===== src/rtl/riscv_bif_arb_pkg.sv =====
`default_nettype none
// ============================================================================
// Module      : riscv_bif_arb_pkg
// Description : Shared grant-state encodings and read-source tag values for
//               the bus-interface arbiter and its tag FIFO.
// Revision    : 1.0 - initial release
// ============================================================================
package riscv_bif_arb_pkg;

  // Grant FSM states
  typedef enum logic [1:0] {
    BIF_IDLE  = 2'd0,
    BIF_OWN_I = 2'd1,
    BIF_OWN_D = 2'd2
  } bif_state_e;

  // Source tags for outstanding reads
  localparam logic BIF_SRC_I = 1'b0;
  localparam logic BIF_SRC_D = 1'b1;

endpackage : riscv_bif_arb_pkg
`default_nettype wire


===== src/rtl/riscv_bif_tag_fifo.sv =====
`default_nettype none
// ============================================================================
// Module      : riscv_bif_tag_fifo
// Description : In-order 1-bit tag FIFO recording which master issued each
//               outstanding read. Registered count; push when full and pop
//               when empty are ignored.
// Revision    : 1.0 - initial release
// ============================================================================
module riscv_bif_tag_fifo #(
  parameter int DEPTH = 2
) (
  input  logic clk,
  input  logic rstn,
  input  logic push,
  input  logic push_tag,
  input  logic pop,
  output logic pop_tag,
  output logic full,
  output logic empty
);

  localparam int PTR_W = (DEPTH > 1) ? $clog2(DEPTH) : 1;
  localparam int CNT_W = $clog2(DEPTH + 1);

  logic [DEPTH-1:0] r_mem;
  logic [PTR_W-1:0] r_wptr;
  logic [PTR_W-1:0] r_rptr;
  logic [CNT_W-1:0] r_cnt;
  logic             w_push;
  logic             w_pop;

  assign full    = (r_cnt == CNT_W'(DEPTH));
  assign empty   = (r_cnt == '0);
  assign w_push  = push & ~full;
  assign w_pop   = pop & ~empty;
  assign pop_tag = r_mem[r_rptr];

  // Circular storage, pointers wrap at DEPTH; simultaneous push/pop keeps count
  always_ff @(posedge clk or negedge rstn) begin
    if (!rstn) begin
      r_mem  <= '0;
      r_wptr <= '0;
      r_rptr <= '0;
      r_cnt  <= '0;
    end else begin
      if (w_push) begin
        r_mem[r_wptr] <= push_tag;
        r_wptr        <= (r_wptr == PTR_W'(DEPTH - 1)) ? '0 : r_wptr + 1'b1;
      end
      if (w_pop) begin
        r_rptr <= (r_rptr == PTR_W'(DEPTH - 1)) ? '0 : r_rptr + 1'b1;
      end
      if (w_push && !w_pop) begin
        r_cnt <= r_cnt + 1'b1;
      end else if (w_pop && !w_push) begin
        r_cnt <= r_cnt - 1'b1;
      end
    end
  end

endmodule : riscv_bif_tag_fifo
`default_nettype wire


===== src/rtl/riscv_bif_arb.sv =====
`default_nettype none
// ============================================================================
// Module      : riscv_bif_arb
// Description : Arbitrates the fetch and data buses onto one memory port.
//               Data has priority, a starvation counter guarantees fetch
//               progress, and a tag FIFO routes in-order read responses.
// Revision    : 1.0 - initial release
// ============================================================================
module riscv_bif_arb
  import riscv_bif_arb_pkg::*;
#(
  parameter int MAX_OUTST    = 2,
  parameter int STARVE_LIMIT = 4
) (
  input  logic        clk,
  input  logic        rstn,
  input  logic        inst_bif_req,
  input  logic [31:0] inst_bif_addr,
  output logic        inst_bif_ack,
  output logic        inst_bif_rvalid,
  output logic [31:0] inst_bif_rdata,
  input  logic        data_bif_req,
  input  logic [31:0] data_bif_addr,
  input  logic        data_bif_rnw,
  input  logic [3:0]  data_bif_wmask,
  input  logic [31:0] data_bif_wdata,
  output logic        data_bif_ack,
  output logic        data_bif_rvalid,
  output logic [31:0] data_bif_rdata,
  output logic        mem_req,
  output logic [31:0] mem_addr,
  output logic        mem_rnw,
  output logic [3:0]  mem_wmask,
  output logic [31:0] mem_wdata,
  input  logic        mem_ack,
  input  logic        mem_rvalid,
  input  logic [31:0] mem_rdata,
  output logic        bif_err
);

  localparam int SW = $clog2(STARVE_LIMIT + 1);

  bif_state_e       r_state;
  logic [SW-1:0]    r_starve;
  logic             r_err;
  logic             w_sel_i;
  logic             w_sel_d;
  logic             w_starved;
  logic             w_sel_req;
  logic             w_accept;
  logic             w_full;
  logic             w_empty;
  logic             w_head;
  logic             w_pop;

  assign w_starved = (r_starve == SW'(STARVE_LIMIT));

  // Select the master driving the port: locked owner, else priority choice
  always_comb begin
    w_sel_i = 1'b0;
    w_sel_d = 1'b0;
    if (rstn) begin
      case (r_state)
        BIF_OWN_I: w_sel_i = 1'b1;
        BIF_OWN_D: w_sel_d = 1'b1;
        default: begin
          if (inst_bif_req && w_starved)  w_sel_i = 1'b1;
          else if (data_bif_req)          w_sel_d = 1'b1;
          else if (inst_bif_req)          w_sel_i = 1'b1;
        end
      endcase
    end
  end

  // Request mux; reads stall on a full tag FIFO, writes never do
  assign mem_rnw   = w_sel_i | (w_sel_d & data_bif_rnw);
  assign w_sel_req = (w_sel_i & inst_bif_req) | (w_sel_d & data_bif_req);
  assign mem_req   = w_sel_req & ~(w_full & mem_rnw);
  assign mem_addr  = w_sel_i ? inst_bif_addr : (w_sel_d ? data_bif_addr : 32'h0);
  assign mem_wmask = w_sel_d ? data_bif_wmask : 4'h0;
  assign mem_wdata = w_sel_d ? data_bif_wdata : 32'h0;

  assign w_accept     = mem_req & mem_ack;
  assign inst_bif_ack = w_accept & w_sel_i;
  assign data_bif_ack = w_accept & w_sel_d;

  // Response demux driven by the oldest outstanding tag
  assign w_pop           = rstn & mem_rvalid & ~w_empty;
  assign inst_bif_rvalid = w_pop & (w_head == BIF_SRC_I);
  assign data_bif_rvalid = w_pop & (w_head == BIF_SRC_D);
  assign inst_bif_rdata  = rstn ? mem_rdata : 32'h0;
  assign data_bif_rdata  = rstn ? mem_rdata : 32'h0;
  assign bif_err         = r_err;

  riscv_bif_tag_fifo #(
    .DEPTH (MAX_OUTST)
  ) u_tag_fifo (
    .clk      (clk),
    .rstn     (rstn),
    .push     (w_accept & mem_rnw),
    .push_tag (w_sel_d ? BIF_SRC_D : BIF_SRC_I),
    .pop      (w_pop),
    .pop_tag  (w_head),
    .full     (w_full),
    .empty    (w_empty)
  );

  // Grant FSM: lock the port on an unaccepted request, release on accept
  always_ff @(posedge clk or negedge rstn) begin
    if (!rstn) begin
      r_state <= BIF_IDLE;
    end else begin
      case (r_state)
        BIF_IDLE: begin
          if (mem_req && !mem_ack) r_state <= w_sel_d ? BIF_OWN_D : BIF_OWN_I;
        end
        BIF_OWN_I, BIF_OWN_D: begin
          if (w_accept) r_state <= BIF_IDLE;
        end
        default: r_state <= BIF_IDLE;
      endcase
    end
  end

  // Starvation counter: counts cycles fetch waits, saturating at the limit
  always_ff @(posedge clk or negedge rstn) begin
    if (!rstn) begin
      r_starve <= '0;
    end else if (!inst_bif_req || inst_bif_ack) begin
      r_starve <= '0;
    end else if (!w_starved) begin
      r_starve <= r_starve + 1'b1;
    end
  end

  // Sticky error: a response arrived with nothing outstanding
  always_ff @(posedge clk or negedge rstn) begin
    if (!rstn) begin
      r_err <= 1'b0;
    end else if (mem_rvalid && w_empty) begin
      r_err <= 1'b1;
    end
  end

endmodule : riscv_bif_arb
`default_nettype wire


===== config.mk =====
export PLATFORM = sky130hd
export DESIGN_NAME = riscv_bif_arb
export DESIGN_NICKNAME = d
export VERILOG_FILES = /design/src/rtl/riscv_bif_arb_pkg.sv /design/src/rtl/riscv_bif_tag_fifo.sv /design/src/rtl/riscv_bif_arb.sv
export SDC_FILE = /design/constraint.sdc
export NUM_CORES = 1
export LEC_CHECK = 0
export CAP_MARGIN = 20
export CORE_AREA = 8 8 102 104
export DETAILED_ROUTE_END_ITERATION = 10
export DIE_AREA = 0 0 110 112
export HOLD_SLACK_MARGIN = 0.08
export PLACE_DENSITY_LB_ADDON = 0.3
export REMOVE_ABC_BUFFERS = 1
export SLEW_MARGIN = 20
export SYNTH_ARGS = -nofsm -noshare
export SYNTH_HDL_FRONTEND = slang
export SYNTH_HIERARCHICAL = 1
export SYNTH_SLANG_ARGS = --single-unit

===== constraint.sdc =====
create_clock -name clk -period 6.8 [get_ports clk]
set_input_delay 0.68 -clock clk [delete_from_list [all_inputs] [get_ports clk]]
set_output_delay 0.68 -clock clk [all_outputs]
set_load 0.02 [all_outputs]

==> run_results.csv <==
group,metric,value,unit
outcome,outcome,"complete, no violations",
routing,viasPerCell,4.45,
routing,wl_met2,6.65,mm
routing,antenna_left,0,
routing,wl_met3,965,um
clock_tree,hold_buffers,0,
routing,wirelength,12.4,mm
clock_tree,cts_resized,0,
floorplan,die_x,110,um
synth,ys_seq_area_frac,0.147,
power_and_ir_drop,p_leak,2.03,nW
routing,wl_per_cell,19.1,um
critical_path,crit_type,"input pin to output port",
sta,grt_setup_unrepaired,"no",
grt,antenna_found_initial,2,
critical_path,cp-start-kind,"input pin",
synth,yosys-top-cells-area,"dfrtp_1 15%, nand2_1 14%, buf_4 12%",
clock_tree,clk_latency,0.23,ns
grt,grt_pass1_wl,17.6,mm
synth,synth_edf_count,0,
routing,num_vias,2900,
routing,wl_met1,4.73,mm
cells_and_area,nets,687,
grt,gr-total-overflow,0,
floorplan,die_area,0.0123,mm^2
min_path,min_path_type,"flop to flop",
routing,remaining_drc_errors,0,
clock_tree,cts_tree,"built",
run,cap_violations,0,
power_and_ir_drop,peakVddDrop,269,uV
synth,yosys_warnings,6,
power_and_ir_drop,powerDensity,230,mW/mm^2
grt,grtUsageTotal,0.183,
synth,synth_cell_type_count,36,
synth,yosys-top-cells-count,"78 x nand2_1, 39 x and3_1, 38 x nand3_1",
floorplan,io_pins,278,
sta,finalCritPeriodShare,0.596,
sta,max_freq,247,MHz
synth,syn_avg_cell_area,6.51,um^2
sta,period_needed,4.05,ns
critical_path,cp-end-kind,"output port",
synth,ys_ff_latch,12,
routing,drtPass1Iterations,4,
sta,hold_slack,0.452,ns
floorplan,core_area,0.00889,mm^2
routing,drt-initial-drc-count,176,
synth,yosysMostFrequentCell,"nand2_1",
placement,gp_congestion,0.839,
cells_and_area,stdcell_area,0.00464,mm^2
grt,grt_max_degree,88,
synth,synthArstFlopShare,1.00,
critical_path,worstPathRequired,6.12,ns
critical_path,crit_fanout,37,
floorplan,die_height,112,um
clock_tree,root_buffer,"clkbuf_8",
clock_tree,cts_setup_buffers,0,
sta,timing.setup.tns,0,ns
clock_tree,clk_pin_slew,0.05,ns
placement,port_buffers,277,
routing,top_layer_used,"met5",
clock_tree,clock-sinks,12,
clock_tree,ctsLongestPathBuffers,2,
synth,yosys.area.top_type,"dfrtp_1",
synth,synthFlopType,"dfrtp_1",
cells_and_area,drive_gt1_frac,0.0259,
cells_and_area,syn_to_final_growth,128,%
synth,synthesis.area,0.00204,mm^2
clock_tree,cts_buffers,3,
sta,slew_headroom,0.536,
sta,tightestPinTransition,0.695,ns
clock_tree,cts_max_level,1,
sta,final_hold_viol_count,0,
floorplan,start_util,0.229,
critical_path,crit_arrival,3.37,ns
sta,slew_viol_final,0,
placement,placed_cell_area,0.00460,mm^2
synth,synth_top_area_frac,0.147,
grt,grt_pass1_vias,2924,
placement,dp.final_hpwl,10.5,mm
floorplan,rows,35,
cells_and_area,antenna-diode-count,0,
synth,syn_inst,313,
sta,finClkSkew,0.00348,ns
sta,setup_viol,0,
## layout by cell type (no fill, tap or decap), types with 2 or more instances in the layout
master and count:
a21o_1 2, o21ai_0 3, ha_1 6, nand2b_1 4, clkbuf_8 3, clkdlybuf4s50_1 276, xnor2_1 3, and2_1 35
nand3_1 38, xor2_1 3, mux2_1 2, nand3b_1 2, nand2_1 77, nor2_1 6, dfrtp_1 12, inv_1 7
and3_1 39, buf_4 2
## critical path, cell delays in order
cell,delay (ns)
clkdlybuf4s50_1,0.55
nor2b_1,0.17
a22o_2,0.55
and2_1,0.21
buf_4,0.34
nand3_1,0.14
nand2_1,0.10
clkdlybuf4s50_1,0.61
## metrics by stage
stage               std cells  power (mW)  utilization  worst slack, ns
floorplan                 258       0.576            -             3.62
global placement          648       0.995        0.517             2.72
detailed placement        648        1.01        0.517             2.66
CTS                       651        1.08        0.522             2.62
global route              651        1.14        0.522             2.54
finish                    651        1.07        0.522             2.75
## layout make-up
class,count,area (um^2)
multi-input cells,239,1350
fillers,836,4250
flip-flops and latches,12,300
clock buffers,3,41.3
well taps,111,139
inverters,7,26.3
repair buffers,279,2780
## final timing paths
| check | from | to | slack (ns) | depth (start not counted) |
|---|---|---|---|---|
| worst min-delay path | bif_err | bif_err | 0.45 | 1 |
| min in group asynchronous | rstn | r_state[1] | 0.56 | 2 |
| worst max register to register | r_state[0] | u_tag_fifo/r_cnt[1] | 3.37 | 13 |
| worst max-delay path | data_bif_req | mem_addr[0] | 2.75 | 8 |
| max in group asynchronous | rstn | bif_err | 5.77 | 2 |
| worst min register to register | bif_err | bif_err | 0.45 | 1 |
## cell families after synthesis
family	after synthesis	synth area share
compound gates	15	0.0651
xor+xnor	6	0.0258
fa+ha+maj	6	0.0368
buf+inv	62	0.191
flops	12	0.147
mux	3	0.0166
simple gates	209	0.517
## where the power goes
part / internal, mW / total [mW] / leakage, nW / switching [mW]
registers: 0.0987 / 0.124 / 0.148 / 0.0249
logic: 0.408 / 0.879 / 1.86 / 0.471
clock network: 0.0389 / 0.0631 / 0.0216 / 0.0242
total: 0.545 / 1.07 / 2.03 / 0.520
## state kept, by name (all words and copies together), names as in the netlist
register           flops
r_starve               3
r_state                2
u_tag_fifo/r_cnt       2
u_tag_fifo/r_mem       2
bif_err                1
u_tag_fifo/r_rptr      1
u_tag_fifo/r_wptr      1
## per-layer routing
layer,up-vias,global-route usage
met5,-,0
met4,4,0.0162
met3,8,0.0387
met2,106,0.353
met1,1328,0.201
li1,1454,-
No activity file was read; power rests on OpenSTA's default activity.
==> RTL edit 1 (config.mk and constraints unchanged) <==
Encoding of `bif_state_e`: now one-hot (3 bits for 3 states).
--- a/src/rtl/riscv_bif_arb_pkg.sv
+++ b/src/rtl/riscv_bif_arb_pkg.sv
@@ -10,6 +10,6 @@
   // Grant FSM states
-  typedef enum logic [1:0] {
-    BIF_IDLE  = 2'd0,
-    BIF_OWN_I = 2'd1,
-    BIF_OWN_D = 2'd2
+  typedef enum logic [2:0] {
+    BIF_IDLE  = 3'b001,
+    BIF_OWN_I = 3'b010,
+    BIF_OWN_D = 3'b100
   } bif_state_e;
Function: no difference found for any inputs over 4 cycles, from zero or initial values and one cycle with rstn low; so few cycles prove little.
==> RTL edit 1 against the original RTL <==
Synthesized area shrank 7.9%; setup slack worse by 190 ps; first-iteration DRC count is 63% lower; wire length is 11% lower; die area unchanged; cell area is 2.4% lower; critical path type unchanged; hold slack gained 7.3 ps; sequential cell count up 1.
Power is not compared: it rests on default switching activity, and its combinational part moved more than twofold at a synthesized area within 25%.
==> RTL edit 1: results (changes against the original RTL) <==
status completed; synth top area cells and2_1 (24%), dfrtp_1 (16%), a22o_1 (15%), buf_4 (14%), ha_1 (2.0%); Adder-Cell Fraction of Synth Area 0.0200 (-0.0168); first drt pass iteration count 4 (unchanged); share of layout cells above drive strength 1 0.0275 (+0.00156); wire length per cell 18.9 µm (-0.98%); vias in the first global route 2700 (-7.7%); Post-CTS Resized 0 (unchanged); leak pwr 1.76 nW; ys flop type dfrtp_1; Syn. warnings 6 (unchanged); Setup Skew 0.990 ps (-2.49 ps); data arrival time of the worst path 3560 ps (+190 ps); final net count 616 (-10%); Skew-Pair Late Insertion Delay 240 ps; post-synthesis async set-or-reset flop share 1.00 (unchanged); # port buffers 277 (unchanged); commonest non-fill, non-tap cell in the layout clkdlybuf4s50_1; Reg clk slew, reported paths 50 ps (about the same); DPL Wire Length 9660 µm (-7.8%); Top Registers r_starve: 3 flops, r_state: 3 flops; drt initial violations 66 (-63%); Synth Area in Compound Gates 0.227 (+0.162); largest net degree at the start of global routing 59 (-33%); CTS max path bufs 2 (unchanged); Placer Congestion 0.802 (-4.4%); Crit Path Max Fanout 58 (+57%); post-CTS setup buffer count 0 (unchanged); ANT cells 0 (unchanged); DR vias 2456 (-15%); CTS buffer count 3 (unchanged); initial antenna violation count 0 (-2); H-tree level count 1 (unchanged); list of most frequent post-synthesis cells and2_1 (72), buf_4 (35), a22o_1 (33); clock root cell clkbuf_8; Worst Tran Pin Value 709 ps (+13.9 ps); count of cell types in the netlist 39 (+8.3%); first-pass GRT wire length 16500 µm (-6.0%); sequential-to-total area share from yosys stat 0.174 (+0.0267); VDD IR max 0.0803 mV; mux share of post-synthesis cell area 0.0180 (+0.00143); All-Layer GR Usage 0.174 (-0.00963); Synth Area in XOR/XNOR 0.0327 (+0.00688)
RTL edit 1: area by class of cell:
| class | count | area (µm²) |
|---|---|---|
| multi-input combinational | 172 | 1210 |
| clock buffer | 4 | 45.0 |
| tap | 111 | 139 |
| fill | 822 | 4360 |
| inverter | 5 | 18.8 |
| timing repair buffer | 279 | 2790 |
| sequential | 13 | 327 |
RTL edit 1: final timing paths:
check / end / slack (ps) / cells after the start / startpoint
setup / recovery: mem_addr[7] / 2560 / 7 / rstn
hold / removal: bif_err / 460 / 1 / bif_err
max in group asynchronous: r_state[0] / 5600 / 2 / rstn
min in group asynchronous: u_tag_fifo/r_cnt[0] / 860 / 2 / rstn
setup reg to reg: u_tag_fifo/r_cnt[1] / 3720 / 12 / r_starve[0]
hold reg to reg: bif_err / 460 / 1 / bif_err
RTL edit 1: cell families (layout without fill, tap and decap cells):
family	count (synthesis)	after routing
simple gates	108	108
flops	13	13
fa+ha+maj	3	3
compound gates	51	51
xor+xnor	7	7
mux	3	3
buf+inv	54	288
RTL edit 1: metrics by stage:
| stage | cell area (µm²) | setup WS (ps) | total power [mW] | instances | utilization |
|---|---|---|---|---|---|
| 3_3_place_gp | 4480 | 2500 | 0.546 | 580 | 0.504 |
| 6_report | 4530 | 2560 | 0.614 | 584 | 0.510 |
| 3_5_place_dp | 4490 | 2520 | 0.550 | 580 | 0.505 |
| 2_1_floorplan | 1540 | 2030 | 0.315 | 190 | - |
| 4_1_cts | 4530 | 2530 | 0.621 | 584 | 0.510 |
| 5_1_grt | 4530 | 2280 | 0.658 | 584 | 0.510 |
RTL edit 1: power breakdown:
group	internal, mW	switching (mW)	total [mW]
registers	0.100	0.0221	0.123
clock network	0.0413	0.0259	0.0672
logic	0.230	0.194	0.424
RTL edit 1: per-layer routing:
layer / track usage / wire length (µm)
met5: 0 / 0
met2: 0.329 / 6270
met4: 0.0162 / 34
met3: 0.0410 / 608
met1: 0.192 / 4130
RTL edit 1: worst max-delay path, cell delays in order:
cell and delay [ps]:
clkdlybuf4s50_1 450, buf_4 380, inv_1 140, a31oi_4 460, buf_4 510, a22o_1 250
clkdlybuf4s50_1 640
==> RTL edit 2 (same settings) <==
Made on the original files. Set the parameter `MAX_OUTST` to 4 (it was 2).
--- a/src/rtl/riscv_bif_arb.sv
+++ b/src/rtl/riscv_bif_arb.sv
@@ -11,3 +11,3 @@
 #(
-  parameter int MAX_OUTST    = 2,
+  parameter int MAX_OUTST    = 4,
   parameter int STARVE_LIMIT = 4
Behaviour: not the same (Yosys sat finds a counterexample within 4 cycles, from zero or initial values and one cycle with rstn low).
==> RTL edit 2 against the original RTL <==
Hold slack lost 62 ps; cell area increased by 11%; setup slack gained 37 ps; total power increased by 12%; count of clock-buffer cells in the layout unchanged; synthesized area rose by 25%; wire length fell by 2.3%; largest cell class unchanged; highest routed layer is now met4; sequential cell count increased by 5.
==> RTL edit 2: results (changes against the original RTL) <==
status completed; largest net degree at the start of global routing 70 (-20%); DR vias 3152 (+8.7%); grt met1 use 0.198 (-0.00279); family with the most delay on the worst path simple AND/OR/NAND/NOR gates; Top Registers u_tag_fifo/r_mem: 4 flops, r_starve: 3 flops, u_tag_fifo/r_cnt: 3 flops; met3 Use GR 0.0838 (+0.0451); final net count 724 (+5.4%); data arrival time of the worst path 4200 ps (+830 ps); met2 Use GR 0.330 (-0.0228); share of layout cells above drive strength 1 0.0857 (+0.0597); Setup Skew 3.17 ps (-0.309 ps); CTS buffer count 3 (unchanged); Reg2Reg Launch Point r_state[0]; Min-Delay Path Class in2async; vias in the first global route 3383 (+16%); DPL Wire Length 10600 µm (+1.0%); count of cell types in the netlist 38 (+5.6%); wire length per cell 17.8 µm (-6.9%); first-pass GRT wire length 18600 µm (+5.9%); Adder-Cell Fraction of Synth Area 0.0618 (+0.0249); Placer Congestion 0.796 (-5.2%); Reg clk slew, reported paths 70 ps (+20 ps); hold_ws 390 ps (-62.2 ps); Crit Path Max Fanout 38 (+2.7%); list of most frequent post-synthesis cells nand2_1 (88), and3_1 (39), and2_1 (34); area of placed instances 5100 µm² (+11%); initial antenna violation count 0 (-2); Largest stage delay, worst path 550 ps (-60 ps); synth top area cells dfrtp_1 (17%), nand2_1 (13%), nand3_2 (12%), buf_4 (9.7%), and3_1 (9.6%); vias per cell 4.61 (+3.6%); crit path to u_tag_fifo/r_cnt[2]; Synth Area in XOR/XNOR 0.0137 (-0.0121); Worst slew margin 0.388 (-0.149); drt initial violations 182 (+3.4%); min cycle time layout 4020 ps (-37.4 ps); All-Layer GR Usage 0.190 (+0.00665); ys flop type dfrtp_1; sequential-to-total area share from yosys stat 0.167 (+0.0193); Skew-Pair Late Insertion Delay 250 ps (+20 ps); r2r setup slk 2810 ps (-560 ps); leak pwr 2.22 nW (+8.9%); DP Worst Slack 2550 ps (-101 ps); placed cell count 679 (+4.8%); R2R depth 15 (+2)
## RTL edit 2: changes by cell type after synthesis, sizes merged, moves of 2 or more
cell	unedited run	this run
nand2	78	88
buf	39	45
clkbuf	16	10
o21ai	4	10
dfrtp	12	17
ha	6	11
inv	7	10
a21o	2	4
mux2	3	5
nand2b	5	7
nand3	38	36
## RTL edit 2: metal layers
| metal | vias up | routed length (µm) |
|---|---|---|
| li1 | 1555 | - |
| met1 | 1414 | 4370 |
| met2 | 163 | 6010 |
| met3 | 20 | 1490 |
| met4 | 0 | 276 |
| met5 | - | 0 |
## RTL edit 2: layout make-up
type,instances,area (µm²)
clock buffers,3,41.3
well taps,111,139
multi-input cells,263,1720
repair buffers,278,2780
fillers,792,3740
clock inverters,1,5.00
inverters,10,37.5
flip-flops and latches,17,425
## RTL edit 2: power breakdown
group	switching, mW	total (mW)	internal (mW)
Sequential	0.0412	0.181	0.140
Clock	0.0353	0.0760	0.0407
Combinational	0.491	0.932	0.441
